### config.mk
export PLATFORM = sky130hd
export DESIGN_NAME = pixel_stream_processor
export DESIGN_NICKNAME = d
export VERILOG_FILES = /design/src/rtl/pixel_stream_processor.sv
export SDC_FILE = /design/constraint.sdc
export NUM_CORES = 1
export LEC_CHECK = 0
export ABC_AREA = 1
export BUFFER_PORTS_ARGS = -buffer_cell sky130_fd_sc_hd__buf_4
export CAP_MARGIN = 20
export CORE_MARGIN = 4
export CORE_UTILIZATION = 60
export CTS_BUF_LIST = sky130_fd_sc_hd__clkbuf_8
export DETAILED_ROUTE_END_ITERATION = 12
export HOLD_SLACK_MARGIN = 0.15
export PLACE_DENSITY = 0.83
export SYNTH_ARGS = -nofsm -noshare
export SYNTH_HDL_FRONTEND = slang
export SYNTH_SLANG_ARGS = --single-unit
export TNS_END_PERCENT = 30
### constraint.sdc
create_clock -name clk -period 3.9 [get_ports clk]
set_input_delay 0.78 -clock clk [delete_from_list [all_inputs] [get_ports clk]]
set_output_delay 0.78 -clock clk [all_outputs]
set_load 0.01 [all_outputs]
### src/rtl/pixel_stream_processor.sv
// pixel_stream_processor
//
// Single-stage streaming pixel processor. Each accepted pixel is transformed
// per channel (pass, invert, saturating add/sub, threshold) and presented on
// the output register the following cycle, tagged with frame position flags.
//
// Parameters:
//   CH_W    bits per colour channel
//   NUM_CH  channels per pixel (pixel width = NUM_CH*CH_W)
//   IMG_W   pixels per line (>= 2)
//   IMG_H   lines per frame (>= 2)
//
// Ports:
//   clk          rising-edge clock
//   reset        synchronous active-low reset
//   in_valid     input pixel valid
//   in_ready     input pixel accepted this cycle when in_valid is high
//   in_data      input pixel, channel k at [k*CH_W +: CH_W]
//   mode         operation select, sampled with each accepted pixel
//   offset       brightness offset for the add/sub modes
//   threshold    threshold for the binarise mode
//   out_valid    output pixel valid
//   out_ready    downstream accepts the output pixel
//   out_data     processed pixel
//   out_sof      output beat is the first pixel of a frame
//   out_eol      output beat is the last pixel of a line
//   out_eof      output beat is the last pixel of a frame
//   frame_count  number of frames whose last beat has been delivered (wraps)

module pixel_stream_processor #(
  parameter int unsigned CH_W   = 8,
  parameter int unsigned NUM_CH = 3,
  parameter int unsigned IMG_W  = 64,
  parameter int unsigned IMG_H  = 64
) (
  input  logic                     clk,
  input  logic                     reset,
  input  logic                     in_valid,
  output logic                     in_ready,
  input  logic [NUM_CH*CH_W-1:0]   in_data,
  input  logic [2:0]               mode,
  input  logic [CH_W-1:0]          offset,
  input  logic [CH_W-1:0]          threshold,
  output logic                     out_valid,
  input  logic                     out_ready,
  output logic [NUM_CH*CH_W-1:0]   out_data,
  output logic                     out_sof,
  output logic                     out_eol,
  output logic                     out_eof,
  output logic [15:0]              frame_count
);

  localparam int unsigned PW = NUM_CH * CH_W;
  localparam int unsigned XW = (IMG_W > 1) ? $clog2(IMG_W) : 1;
  localparam int unsigned YW = (IMG_H > 1) ? $clog2(IMG_H) : 1;

  // Per-channel operation; all arithmetic is unsigned with one guard bit to
  // detect overflow (add) and underflow (sub).
  function automatic logic [CH_W-1:0] proc_ch(input logic [2:0]      op,
                                               input logic [CH_W-1:0] px,
                                               input logic [CH_W-1:0] off,
                                               input logic [CH_W-1:0] thr);
    logic [CH_W:0]   sum;
    logic [CH_W:0]   diff;
    logic [CH_W-1:0] res;
    sum  = {1'b0, px} + {1'b0, off};
    diff = {1'b0, px} - {1'b0, off};
    case (op)
      3'd0:    res = px;
      3'd1:    res = ~px;
      3'd2:    res = sum[CH_W] ? {CH_W{1'b1}} : sum[CH_W-1:0];
      3'd3:    res = diff[CH_W] ? {CH_W{1'b0}} : diff[CH_W-1:0];
      3'd4:    res = (px >= thr) ? {CH_W{1'b1}} : {CH_W{1'b0}};
      default: res = px;
    endcase
    return res;
  endfunction

  // State
  logic [XW-1:0] x_q, x_d;
  logic [YW-1:0] y_q, y_d;
  logic          out_valid_q, out_valid_d;
  logic [PW-1:0] out_data_q, out_data_d;
  logic          out_sof_q, out_sof_d;
  logic          out_eol_q, out_eol_d;
  logic          out_eof_q, out_eof_d;
  logic [15:0]   frame_count_q, frame_count_d;

  logic          accept;
  logic          xfer;
  logic          x_last;
  logic          y_last;
  logic [PW-1:0] proc_pix;

  // Gating with reset keeps the input side closed during a reset cycle.
  assign in_ready = reset & (~out_valid_q | out_ready);
  assign accept   = in_valid & in_ready;
  assign xfer     = out_valid_q & out_ready;

  assign x_last = (x_q == XW'(IMG_W - 1));
  assign y_last = (y_q == YW'(IMG_H - 1));

  always_comb begin
    proc_pix = '0;
    for (int k = 0; k < int'(NUM_CH); k++) begin
      proc_pix[k*CH_W +: CH_W] = proc_ch(mode, in_data[k*CH_W +: CH_W], offset, threshold);
    end
  end

  always_comb begin
    x_d           = x_q;
    y_d           = y_q;
    out_valid_d   = out_valid_q;
    out_data_d    = out_data_q;
    out_sof_d     = out_sof_q;
    out_eol_d     = out_eol_q;
    out_eof_d     = out_eof_q;
    frame_count_d = frame_count_q;

    // Count a frame only when its last beat actually leaves the block.
    if (xfer && out_eof_q) begin
      frame_count_d = frame_count_q + 16'd1;
    end

    if (accept) begin
      out_valid_d = 1'b1;
      out_data_d  = proc_pix;
      out_sof_d   = (x_q == '0) && (y_q == '0);
      out_eol_d   = x_last;
      out_eof_d   = x_last && y_last;
      if (x_last) begin
        x_d = '0;
        y_d = y_last ? '0 : y_q + YW'(1);
      end else begin
        x_d = x_q + XW'(1);
      end
    end else if (xfer) begin
      out_valid_d = 1'b0;
    end
  end

  always_ff @(posedge clk) begin
    if (!reset) begin
      x_q           <= '0;
      y_q           <= '0;
      out_valid_q   <= 1'b0;
      out_data_q    <= '0;
      out_sof_q     <= 1'b0;
      out_eol_q     <= 1'b0;
      out_eof_q     <= 1'b0;
      frame_count_q <= '0;
    end else begin
      x_q           <= x_d;
      y_q           <= y_d;
      out_valid_q   <= out_valid_d;
      out_data_q    <= out_data_d;
      out_sof_q     <= out_sof_d;
      out_eol_q     <= out_eol_d;
      out_eof_q     <= out_eof_d;
      frame_count_q <= frame_count_d;
    end
  end

  assign out_valid   = out_valid_q;
  assign out_data    = out_data_q;
  assign out_sof     = out_sof_q;
  assign out_eol     = out_eol_q;
  assign out_eof     = out_eof_q;
  assign frame_count = frame_count_q;

endmodule

# == After elaboration in Yosys (flattened, before gate mapping) ==
# Cells that the tools add are included.
# op_classes
addsub,9
magnitude_cmp,3
n_eq_ne,6
n_mux,16
bitwise,8
n_reduce_logical,7
# op_table
op,count
one-hot mux 8 bit (4 select lines),3
2-to-1 mux 8 bit,9
adder 8 x 8 -> 9 bit,3
subtractor 8 x 8 -> 9 bit,3
greater-or-equal comparator 8 bit,3
inverter 8 bit,3
"adder 16 x 1 -> 16 bit, second input constant",1
"adder 6 x 1 -> 6 bit, second input constant",2
"equality test 6 bit, second input constant",2
zero test 6 bit,2
2-to-1 mux 6 bit,2
"equality test 3 x 2 -> 1 bit, second input constant",2
bitwise AND 1 bit,3
"equality test 3 x 1 -> 1 bit, second input constant",1
"equality test 3 bit, second input constant",1
logical AND 1 bit,3
2-to-1 mux 1 bit,2
AND reduction 2 bit,1
nonzero test 2 bit,1
inverter 1 bit,1
OR 1 bit,1
# totals
ff_bits,56
inputBits,47
output_inout_bits,45
wordCells,57

# == Depth between registers and ports, before layout ==
# logic_depth
ltp_word,5
ltp_mapped,15
depth_no_buf,15

# == Worst setup path before layout ==
# Ideal clock, no wire load.
# synth_timing
path_type,input-to-reg
start,in in_data[8]
end,reg out_data_q[13] (netlist: out_data[13])
setup_time_ns,0.070
t_arrival_ns,2.225
required_time_ns,3.830
slack_ns,1.605
cell_stages,14
path_buffers,0
cell_sequence,inv_1 ha_1 fa_1 inv_1 nand3_1 nand2_1 nand3_1 nand2_1 nand2_1 inv_1 nand3_1 nand3_1 nand2_1 a21oi_1
# synth_between
elab_chain_cells,3
elab_cells_between_ends,7
cone_classes,add/sub: 2; order compare: 1; mux: 4
# synth_rtl
element,line_no,source
start: declaration,40,"input logic [NUM_CH*CH_W-1:0] in_data,"
"subtractor 8 x 8 -> 9 bit, or another cell as far along",67,"diff = {1'b0, px} - {1'b0, off};"
"2-to-1 mux 8 bit, on equally long branches","72, 71, 73",
one-hot mux 8 bit (4 select lines) (*),68,case (op)
end signal: assignment,156,out_data_q <= out_data_d;
end: declaration,83,"logic [PW-1:0] out_data_q, out_data_d;"
# Every way passes the cells marked *; elsewhere a longest branch is shown, timed or not.
# A chain may end at the register's enable or synchronous reset.

# == Final worst setup path ==
# layout_timing
start,in offset[3]
end,reg out_data_q[0] (netlist: out_data[0])
# layout_between
elab_chain_cells,3
elab_cells_between_ends,5
cone_classes,add/sub: 2; mux: 3
# layout_rtl
element,line_no,source
start: declaration,42,"input logic [CH_W-1:0] offset,"
subtractor 8 x 8 -> 9 bit or adder 8 x 8 -> 9 bit (tied branches),"67, 66",
"2-to-1 mux 8 bit, on equally long branches","72, 71",
one-hot mux 8 bit (4 select lines) (*),68,
# Marked as above.

==> run_results.csv <==
group,metric,value,unit
clock_network,post_cts_resized,0,
clock_network,cts_hold_buf,0,
power,ir_drop,0.149,mV
floorplanning,die_h,109,µm
timing,setup_violations,0,
placement,place_hpwl,14100,µm
floorplanning,initial_core_util,0.623,
placement,place.gp.congestion,1.04,
critical_path,required,4.10,ns
status,status,"completed",
timing,layout_min_cycle_time,2.41,ns
logic_synthesis,syn_area,6170,µm²
critical_path,path_max_fanout,9,
timing,fin_setup_tns,0,ns
layout,final_cell_count_no_fill,1191,
drt,avgViaCountPerCell,5.43,
power,p_leak,3.69,nW
timing,rsz0062_at_grt,"false",
floorplanning,rows,36,
floorplanning,core,9910,µm²
timing,fin_crit_sh,0.618,
layout,layout.nets,1190,
drt,first_pass_iters,5,
logic_synthesis,syn_inst,991,
timing,relSlewSlack,0.490,
layout,diodes,0,
placement,dpl_cell_area,6850,µm²
clock_network,cts.htree.levels,2,
global_route,grt_max_degree,40,
floorplanning,ios,92,
global_route,grt_pass1_wl,28200,µm
global_route,grt_pass1_vias,5895,
floorplanning,die_width,109,µm
clock_network,clk_transition_reported_paths,0.10,ns
timing,fmaxAchievable,415,MHz
power,p_total,1.61,mW
clock_network,post_cts.repair.setup_buffers,0,
clock_network,cts_tree,"yes",
logic_synthesis,synth.avg_cell_area,6.23,µm²
timing,maxSlewViolCount,0,
critical_path,crit_path_end_kind,"flop",
logic_synthesis,yosys_warnings,0,
drt,drc,0,
drt,vias,6465,
layout,drive_gt1_frac,0.121,
floorplanning,dieArea,12000,µm²
critical_path,arrival,2.61,ns
critical_path,critical_path_class,"primary input to flop",
clock_network,cts-root-buf,"clkbuf_8",
clock_network,max-clock-path-buffers,2,
global_route,antenna_found_initial,0,
critical_path,worstSetupStartpointType,"primary input",
placement,portBuffers,91,
drt,ant_nets,0,
layout,final_common_cell,"nand2_1",
layout,area_growth,13.1,%
global_route,grt_overflow_total,0,
worst_hold_path,hp-class,"flop to flop",
clock_network,cts_made_buffers,5,
placement,dpl.cell_count,1182,
timing,hold_viol,0,
layout,finalInstanceArea,6980,µm²
power,power_density,230,nW/µm²
logic_synthesis,ys_ff_latch,56,
clock_network,cts_sinks,56,
global_route,grt_usage,0.299,
logic_synthesis,syn-num-nets,1124,
timing,fin_hold_ws,0.472,ns
logic_synthesis,ys_types,44,
timing,finalClockSkew,0.0172,ns
drt,avgRoutedWirePerCell,14.8,µm
clock_network,clk_latency,0.33,ns
drt,drt_iter0_drc,516,
drt,wl,17600,µm
logic_synthesis,yosysSeqAreaShare,0.182,
timing,tightest_slew,0.764,ns
run,drv_cap,0,
layout,layout_common_cells,"nand2_1, inv_1, buf_4",
==> per-stage QoR <==
stage               worst slack (ns)  utilization
floorplan                       1.60            -
global placement                1.22        0.692
detailed placement              1.19        0.692
CTS                             1.52        0.701
global route                    1.31        0.704
finish                          1.49        0.704
==> cells in the mapped netlist, drive strengths merged <==
cell / number / area [µm²]
or2: 6 / 37.5
clkbuf: 10 / 37.5
xnor2: 1 / 8.76
o21a: 4 / 30.0
o211ai: 2 / 15.0
o41ai: 1 / 8.76
a21oi: 88 / 463
clkinv: 1 / 5.00
fa: 6 / 120
nand2: 276 / 1050
inv: 151 / 572
nand3b: 5 / 37.5
buf: 24 / 138
nor4: 2 / 25.0
and2: 3 / 18.8
nand4: 17 / 113
o21bai: 13 / 97.6
xor2: 16 / 140
dfxtp: 56 / 1120
a21boi: 2 / 15.0
nor3: 10 / 60.1
o21ai: 56 / 280
a21o: 1 / 7.51
and3: 1 / 6.26
nand3: 91 / 460
nor2: 64 / 265
nor3b: 4 / 35.0
ha: 80 / 1000
==> worst paths after layout <==
| kind | endpoint | cells after the start | slack [ns] | start |
|---|---|---|---|---|
| max | out_data[0] | 12 | 1.49 | offset[3] |
| min | out_data[15] | 2 | 0.47 | out_data[15] |
| max reg2reg | y_q[5] | 10 | 1.82 | out_valid |
| min reg2reg | out_data[15] | 2 | 0.47 | out_data[15] |
==> cells by family (layout without fill, tap and decap cells) <==
family | Yosys count | in the layout | share of synthesized area
simple gates | 479 | 479 | 0.342
flops | 56 | 56 | 0.182
buf+inv | 186 | 253 | 0.122
compound gates | 167 | 167 | 0.149
fa+ha+maj | 86 | 86 | 0.182
xor+xnor | 17 | 17 | 0.0241
==> layout make-up <==
cell class                      count  area [µm²]
Tap cell                          133         166
Fill cell                         926        2930
Inverter                          152         577
Sequential cell                    56        1120
Timing Repair Buffer               93         718
Clock inverter                      3        27.5
Multi-Input combinational cell    749        4300
Clock buffer                        5        68.8
==> report_power, final <==
group,leakage [nW],switching [mW],internal (mW),total [mW]
clock,0.0463,0.212,0.132,0.344
sequential,0.454,0.0111,0.589,0.600
combinational,3.19,0.418,0.245,0.663
==> critical path: stages <==
cell,delay [ns]
buf_4,0.11
inv_1,0.11
ha_1,0.48
inv_1,0.10
a21oi_1,0.15
nand2_1,0.17
a21oi_4,0.29
nand2_1,0.08
nand2_1,0.06
nand2_1,0.05
o21bai_1,0.14
a21oi_1,0.08
==> sequential cells by signal (all words and copies together), names as in the netlist <==
| name | count |
|---|---|
| y_q | 6 |
| out_eof | 1 |
| out_eol | 1 |
| frame_count | 16 |
| out_data | 24 |
| x_q | 6 |
| out_valid | 1 |
| out_sof | 1 |
==> per-layer routing <==
layer | wire length, µm | GRT usage
met3 | 1340 | 0.0376
met2 | 8150 | 0.507
met1 | 7590 | 0.391
met5 | 0 | 0
met4 | 495 | 0.103
No activity file was read; power rests on OpenSTA's default activity.
